$ cat src/rtl/grf_pkg.sv
// Shared constants and helpers for the general register file with pending-writer scoreboard.
// Latency: n/a (package only: constants and a combinational helper function).
// Backpressure: n/a.
// Contents: default widths (GRF_DATA_W, GRF_ADDR_W, GRF_CNT_W, GRF_NUM_REGS), ZERO_REG index,
//           win_port() which picks the highest-index write port hitting an address.
package grf_pkg;

  localparam int GRF_DATA_W   = 32;
  localparam int GRF_ADDR_W   = 5;
  localparam int GRF_CNT_W    = 2;
  localparam int GRF_NUM_REGS = 2 ** GRF_ADDR_W;

  // Hardwired-zero register index.
  localparam int ZERO_REG = 0;

  // Upper bound on write ports the helper below can arbitrate.
  localparam int MAX_WR = 8;
  localparam int WIN_W  = 3;

  // hit[k] = write port k is enabled and targets the address of interest.
  // Returns the highest set index (higher port index has priority); 0 when
  // nothing hits, so callers must also check |hit.
  function automatic logic [WIN_W-1:0] win_port(input logic [MAX_WR-1:0] hit);
    logic [WIN_W-1:0] w;
    w = '0;
    for (int i = 0; i < MAX_WR; i++) begin
      if (hit[i]) w = WIN_W'(i);
    end
    return w;
  endfunction

endpackage

$ cat src/rtl/grf_pending_ctr.sv
// Per-register saturating pending-writer counter (+1 alloc, -0..NUM_WR releases per cycle).
// Latency: cnt_o updates one cycle after inc_i/dec_i; nonzero_o is combinational.
// Backpressure: none here; the caller must only raise inc_i when cnt_o is below its maximum.
// Ports: clk, reset (sync, active-high), inc_i (one new allocation), dec_i (releases this cycle),
//        cnt_o (current count), nonzero_o (count still nonzero once this cycle's releases apply).
module grf_pending_ctr #(
  parameter int CNT_W = 2,
  parameter int DEC_W = 2
) (
  input  logic             clk,
  input  logic             reset,
  input  logic             inc_i,
  input  logic [DEC_W-1:0] dec_i,
  output logic [CNT_W-1:0] cnt_o,
  output logic             nonzero_o
);

  localparam int SUM_W = ((CNT_W > DEC_W) ? CNT_W : DEC_W) + 1;
  localparam logic [SUM_W-1:0] CNT_MAX = SUM_W'((2 ** CNT_W) - 1);

  logic [CNT_W-1:0] cnt_q, cnt_d;
  logic [SUM_W-1:0] sum, dec_ext, diff;

  always_comb begin
    sum     = SUM_W'(cnt_q) + SUM_W'(inc_i);
    dec_ext = SUM_W'(dec_i);
    diff    = sum - dec_ext;
    cnt_d   = cnt_q;
    // Releases beyond what is pending are dropped: floor at zero.
    if (dec_ext >= sum) begin
      cnt_d = '0;
    end else if (diff > CNT_MAX) begin
      cnt_d = '1;
    end else begin
      cnt_d = CNT_W'(diff);
    end
  end

  always_ff @(posedge clk) begin
    if (reset) begin
      cnt_q <= '0;
    end else begin
      cnt_q <= cnt_d;
    end
  end

  // A same-cycle alloc is deliberately excluded: a reader only becomes busy
  // from the cycle after the claim.
  assign nonzero_o = SUM_W'(cnt_q) > dec_ext;
  assign cnt_o     = cnt_q;

  always_ff @(posedge clk) begin
    if (!reset) begin
      assert (dec_ext <= sum)
        else $warning("grf_pending_ctr: release with nothing pending, dropped");
    end
  end

endmodule

$ cat src/rtl/grf_scoreboard.sv
// Register file (NUM_RD read / NUM_WR write, write-through bypass) with per-register pending-writer scoreboard.
// Latency: reads and bypass combinational (0 cycles); writes, allocs and releases take effect at the next posedge.
// Backpressure: alloc_ok=0 when the claimed register's counter is full; the issuer must stall, the claim is ignored.
// Ports: clk, reset (sync, active-high); wr_en/wr_addr/wr_data/wr_release/wr_pc per write port (packed, port k at
//        [k*W +: W], higher k wins); rd_addr -> rd_data/rd_busy per read port; alloc_en/alloc_addr -> alloc_ok.
// Optional: define GRF_TRACE_EN to print each committed write as "@<pc>: $<reg> <= <data>"; wr_pc is unused otherwise.
module grf_scoreboard
  import grf_pkg::*;
#(
  parameter int DATA_W = GRF_DATA_W,
  parameter int ADDR_W = GRF_ADDR_W,
  parameter int NUM_RD = 2,
  parameter int NUM_WR = 2,
  parameter int CNT_W  = GRF_CNT_W
) (
  input  logic                     clk,
  input  logic                     reset,
  input  logic [NUM_WR-1:0]        wr_en,
  input  logic [NUM_WR*ADDR_W-1:0] wr_addr,
  input  logic [NUM_WR*DATA_W-1:0] wr_data,
  input  logic [NUM_WR-1:0]        wr_release,
  input  logic [NUM_WR*32-1:0]     wr_pc,
  input  logic [NUM_RD*ADDR_W-1:0] rd_addr,
  output logic [NUM_RD*DATA_W-1:0] rd_data,
  output logic [NUM_RD-1:0]        rd_busy,
  input  logic                     alloc_en,
  input  logic [ADDR_W-1:0]        alloc_addr,
  output logic                     alloc_ok
);

  localparam int NUM_REGS = 2 ** ADDR_W;
  localparam int DEC_W    = $clog2(NUM_WR + 1);
  localparam logic [ADDR_W-1:0] ZERO_ADDR = ADDR_W'(ZERO_REG);
  localparam logic [CNT_W-1:0]  CNT_MAX   = '1;

  // ---------------------------------------------------------------- storage
  logic [DATA_W-1:0] mem_q [NUM_REGS];
  logic [DATA_W-1:0] mem_d [NUM_REGS];

  // Ports applied in ascending order so the highest-index port wins a clash.
  always_comb begin
    mem_d = mem_q;
    for (int k = 0; k < NUM_WR; k++) begin
      if (wr_en[k] && (wr_addr[k*ADDR_W +: ADDR_W] != ZERO_ADDR)) begin
        mem_d[wr_addr[k*ADDR_W +: ADDR_W]] = wr_data[k*DATA_W +: DATA_W];
      end
    end
  end

  always_ff @(posedge clk) begin
    if (reset) begin
      mem_q <= '{default: '0};
    end else begin
      mem_q <= mem_d;
    end
  end

  // ------------------------------------------------------------ scoreboard
  logic [NUM_REGS-1:0][CNT_W-1:0] cnt;
  logic [NUM_REGS-1:0]            busy;

  assign cnt[0]  = '0;
  assign busy[0] = 1'b0;

  assign alloc_ok = (alloc_addr == ZERO_ADDR) || (cnt[alloc_addr] != CNT_MAX);

  for (genvar r = 1; r < NUM_REGS; r++) begin : g_ctr
    logic             inc_r;
    logic [DEC_W-1:0] dec_r;

    assign inc_r = alloc_en && alloc_ok && (alloc_addr == ADDR_W'(r));

    // Number of write ports retiring an allocation of this register.
    always_comb begin
      dec_r = '0;
      for (int k = 0; k < NUM_WR; k++) begin
        if (wr_en[k] && wr_release[k] && (wr_addr[k*ADDR_W +: ADDR_W] == ADDR_W'(r))) begin
          dec_r = dec_r + DEC_W'(1);
        end
      end
    end

    grf_pending_ctr #(
      .CNT_W (CNT_W),
      .DEC_W (DEC_W)
    ) u_ctr (
      .clk       (clk),
      .reset     (reset),
      .inc_i     (inc_r),
      .dec_i     (dec_r),
      .cnt_o     (cnt[r]),
      .nonzero_o (busy[r])
    );
  end

  // ------------------------------------------------------------ read ports
  logic [MAX_WR-1:0] rd_hit;
  logic [WIN_W-1:0]  rd_win;
  logic [ADDR_W-1:0] ra;

  always_comb begin
    rd_data = '0;
    rd_busy = '0;
    rd_hit  = '0;
    rd_win  = '0;
    ra      = '0;
    for (int j = 0; j < NUM_RD; j++) begin
      ra     = rd_addr[j*ADDR_W +: ADDR_W];
      rd_hit = '0;
      for (int k = 0; k < NUM_WR; k++) begin
        rd_hit[k] = wr_en[k] && (wr_addr[k*ADDR_W +: ADDR_W] == ra);
      end
      rd_win = win_port(rd_hit);
      rd_data[j*DATA_W +: DATA_W] = mem_q[ra];
      // Same-cycle write is forwarded so ID never sees stale data.
      for (int k = 0; k < NUM_WR; k++) begin
        if ((|rd_hit) && (rd_win == WIN_W'(k))) begin
          rd_data[j*DATA_W +: DATA_W] = wr_data[k*DATA_W +: DATA_W];
        end
      end
      if (ra == ZERO_ADDR) begin
        rd_data[j*DATA_W +: DATA_W] = '0;
      end
      rd_busy[j] = busy[ra];
    end
  end

  // ----------------------------------------------------------------- trace
`ifdef GRF_TRACE_EN
  logic [NUM_WR-1:0] commit;
  logic [MAX_WR-1:0] tr_hit;

  // A port commits only if no higher port writes the same register.
  always_comb begin
    commit = '0;
    tr_hit = '0;
    for (int k = 0; k < NUM_WR; k++) begin
      tr_hit = '0;
      for (int i = 0; i < NUM_WR; i++) begin
        tr_hit[i] = wr_en[i] && (wr_addr[i*ADDR_W +: ADDR_W] == wr_addr[k*ADDR_W +: ADDR_W]);
      end
      commit[k] = wr_en[k] && (wr_addr[k*ADDR_W +: ADDR_W] != ZERO_ADDR)
                  && (win_port(tr_hit) == WIN_W'(k));
    end
  end

  always_ff @(posedge clk) begin
    if (!reset) begin
      for (int k = 0; k < NUM_WR; k++) begin
        if (commit[k]) begin
          $display("@%h: $%0d <= %h", wr_pc[k*32 +: 32], wr_addr[k*ADDR_W +: ADDR_W],
                   wr_data[k*DATA_W +: DATA_W]);
        end
      end
    end
  end
`else
  logic unused_pc;
  assign unused_pc = ^wr_pc;
`endif

endmodule

$ cat config.mk
export PLATFORM = sky130hd
export DESIGN_NAME = grf_scoreboard
export DESIGN_NICKNAME = d
export VERILOG_FILES = /design/src/rtl/grf_pkg.sv /design/src/rtl/grf_pending_ctr.sv /design/src/rtl/grf_scoreboard.sv
export SDC_FILE = /design/constraint.sdc
export NUM_CORES = 2
export LEC_CHECK = 0
export BUFFER_PORTS_ARGS = -buffer_cell sky130_fd_sc_hd__buf_2
export CAP_MARGIN = 20
export CORE_UTILIZATION = 50
export DETAILED_ROUTE_END_ITERATION = 16
export PLACE_DENSITY = 0.66
export SLEW_MARGIN = 20
export SYNTH_ARGS = -nofsm -noshare
export SYNTH_HDL_FRONTEND = slang
export SYNTH_HIERARCHICAL = 1
export SYNTH_SLANG_ARGS = --single-unit
$ cat constraint.sdc
create_clock -name clk -period 21.6 [get_ports clk]
set_input_delay 6.48 -clock clk [delete_from_list [all_inputs] [get_ports clk]]
set_output_delay 6.48 -clock clk [all_outputs]
set_load 0.02 [all_outputs]
==> summary.txt <==
Drt
  – Routed WL: 314000 um
  – DR iter-0 viols: 11400
  – Via count: 66000
  – Drt first pass iters: 7
  – ANT nets after route: 0
  – Wire per inst: 34.8 um
  – Drt via density: 7.33
  – Residual DRC: 0

Setup path
  – Worst setup path class: primary input to primary output
  – Crit path launch type: primary input
  – CP endpoint kind: primary output
  – Critical-path maximum fanout: 46
  – Critical path data arrival time: 11.34 ns
  – Worst endpoint required time: 15.12 ns

Placement
  – DP HPWL: 176000 um
  – GP Congestion: 0.932
  – Port Buf Inserts: 162

Global routing
  – Overflow after GRT: 0
  – First-pass GRT wire length: 443000 um
  – Vias in the first global route: 61500
  – Pin count of the biggest net entering global routing: 188
  – Antenna violations before repair: 42
  – Total GRT Usage: 0.418

Floorplanning
  – Core area: 142000 um^2
  – Rows: 138
  – Io pins: 227
  – Die area: 145000 um^2
  – Initial core utilization: 0.505
  – Die height: 381 um
  – Die Width: 381 um

Layout
  – Share of layout cells above drive strength 1: 0.156
  – Commonest non-fill, non-tap cell in the layout: nor2_1
  – Commonest non-fill, non-tap cells in the layout: nor2_1, dfxtp_1, mux2i_1, a211oi_1, mux4_2
  – Area Overhead vs Synth: 7.27%
  – Net count, final: 7381

Power and ir drop
  – Flop pwr share: 0.421
  – Net Switching: 1.41 mW
  – Clk pwr share: 0.453
  – Switching Share: 0.288
  – Comb pwr share: 0.126
  – PwrDens: 63.8 nW/um^2
  – Internal power: 3.49 mW
  – Peak VDD IR: 67.2 uV
  – Leakage: 30.2 nW

Logic synthesis
  – Mean Syn Cell Area: 9.58 um^2
  – Post-synthesis sequential area ratio: 0.303
  – Fraction of registers with async set/reset: 0
  – Warnings from Yosys: 6
  – Mapped Nets: 7887
  – Ys flop type: dfxtp_1
  – Post-synth EDFFs: 0
  – Post-synth cell types: 66
  – #FFs+latches synth: 1086
  – Post-Syn Area: 71700 um^2
  – Synth Instances: 7479

STA
  – Final hold vios: 0
  – Hold slack: 0.482 ns
  – Crit share post-route: 0.825
  – Setup_tns: 0 ns
  – Highest clock rate: 56.1 MHz
  – Worst slew margin: 0.0942
  – RSZ-0062 raised after global routing: no
  – Minimum clock period: 17.82 ns
  – Max-slew violations: 0
  – Clk_skew: 0.0359 ns
  – Setup violations, final: 0
  – Worst slew pin tran: 1.36 ns

Clocking
  – CTS tree: yes
  – Clk slew on worst S/H paths: 0.06 ns
  – Post-CTS Setup Inserts: 0
  – Root buffer cell: clkbuf_16
  – CTS Buf Count: 118
  – CTS H-tree depth: 3
  – TritonCTS Sinks: 1086
  – CTS Hold Buffers Added: 0
  – Latest clock arrival within the worst-skew pair: 0.78 ns
  – Clock Path Buffers: 3
  – Cts repair resizes: 0

Status
  – Status: finished clean

Min path
  – Hold WC Path Type: register to register

Flow run
  – Max Cap Violations: 0
[critical path, stage by stage]
cell and delay [ns]:
buf_8 0.41, buf_4 0.73, nor3_2 0.08, buf_4 0.31, nor2_1 1.00, nand3_1 0.97
o211ai_1 0.93, buf_2 0.30
[cells by family (layout without fill, tap and decap cells)]
logic type      count (synthesis)  in the layout  synth area share
other cells                     0             31                 0
simple gates                 1830           1830             0.109
buf+inv                      1134            733            0.0664
mux                          1585           1585             0.301
xor+xnor                       51             51           0.00623
compound gates               1545           1545             0.164
fa+ha+maj                     248            248            0.0498
flops                        1086           1086             0.303
[per-stage QoR]
stage / utilization / power [mW] / instances / worst slack (ns) / cell area [um^2]
floorplan: - / 2.48 / 7479 / 5.51 / 71700
global route: 0.541 / 4.98 / 8974 / 3.93 / 76800
global placement: 0.511 / 2.68 / 8739 / 3.69 / 72500
CTS: 0.540 / 4.86 / 8965 / 3.62 / 76700
detailed placement: 0.511 / 2.69 / 8740 / 3.65 / 72500
finish: 0.542 / 4.91 / 8999 / 3.78 / 76900
[layer usage]
layer  global-route usage  wire, um  vias up
li1                     -         -    27000
met4                0.287     25500       36
met1                0.524    112000    31900
met2                0.573    124000     5551
met3                0.182     51700     1534
met5               0.0103       426        -
[flip-flops by register name, indices dropped and copies added, names as in the netlist]
| signal | flops |
|---|---|
| g_ctr.u_ctr/cnt_o | 62 |
| mem_q | 1024 |
[power by group through the flow]
stage               Sequential (mW)  Clock, mW  Combinational [mW]
floorplan                      2.10          0               0.382
global placement               2.11          0               0.576
detailed placement             2.11          0               0.581
CTS                            2.06       2.21               0.583
global route                   2.07       2.29               0.620
finish                         2.07       2.22               0.617
[synthesized netlist by cell type, drive strengths merged, types with 136 or more instances]
master | count | area share
mux4 | 449 | 0.14
a211oi | 929 | 0.097
ha | 186 | 0.032
inv | 220 | 0.012
dfxtp | 1086 | 0.30
nand3 | 136 | 0.0095
buf | 294 | 0.022
mux2i | 1080 | 0.15
nor2 | 1175 | 0.062
nand2 | 247 | 0.013
clkbuf | 618 | 0.033
[layout make-up]
type / instances / area (um^2)
clock inverter: 49 / 702
timing repair buffer: 286 / 1910
multi-input combinational: 5259 / 45800
clock buffer: 176 / 3450
inverter: 222 / 833
antenna: 31 / 77.6
tap: 1890 / 2360
fill: 12300 / 65100
sequential: 1086 / 21700
[worst paths after layout]
| check | from | to | cells after the start | slack, ns |
|---|---|---|---|---|
| worst max-delay path | rd_addr[6] | rd_data[41] | 8 | 3.78 |
| worst min-delay path | mem_q[1018] | mem_q[1018] | 1 | 0.48 |
| worst max register to register | g_ctr[26].u_ctr/cnt_o[1] | g_ctr[24].u_ctr/cnt_o[0] | 12 | 17.89 |
| worst min register to register | mem_q[1018] | mem_q[1018] | 1 | 0.48 |
No activity file was read; power rests on OpenSTA's default activity.
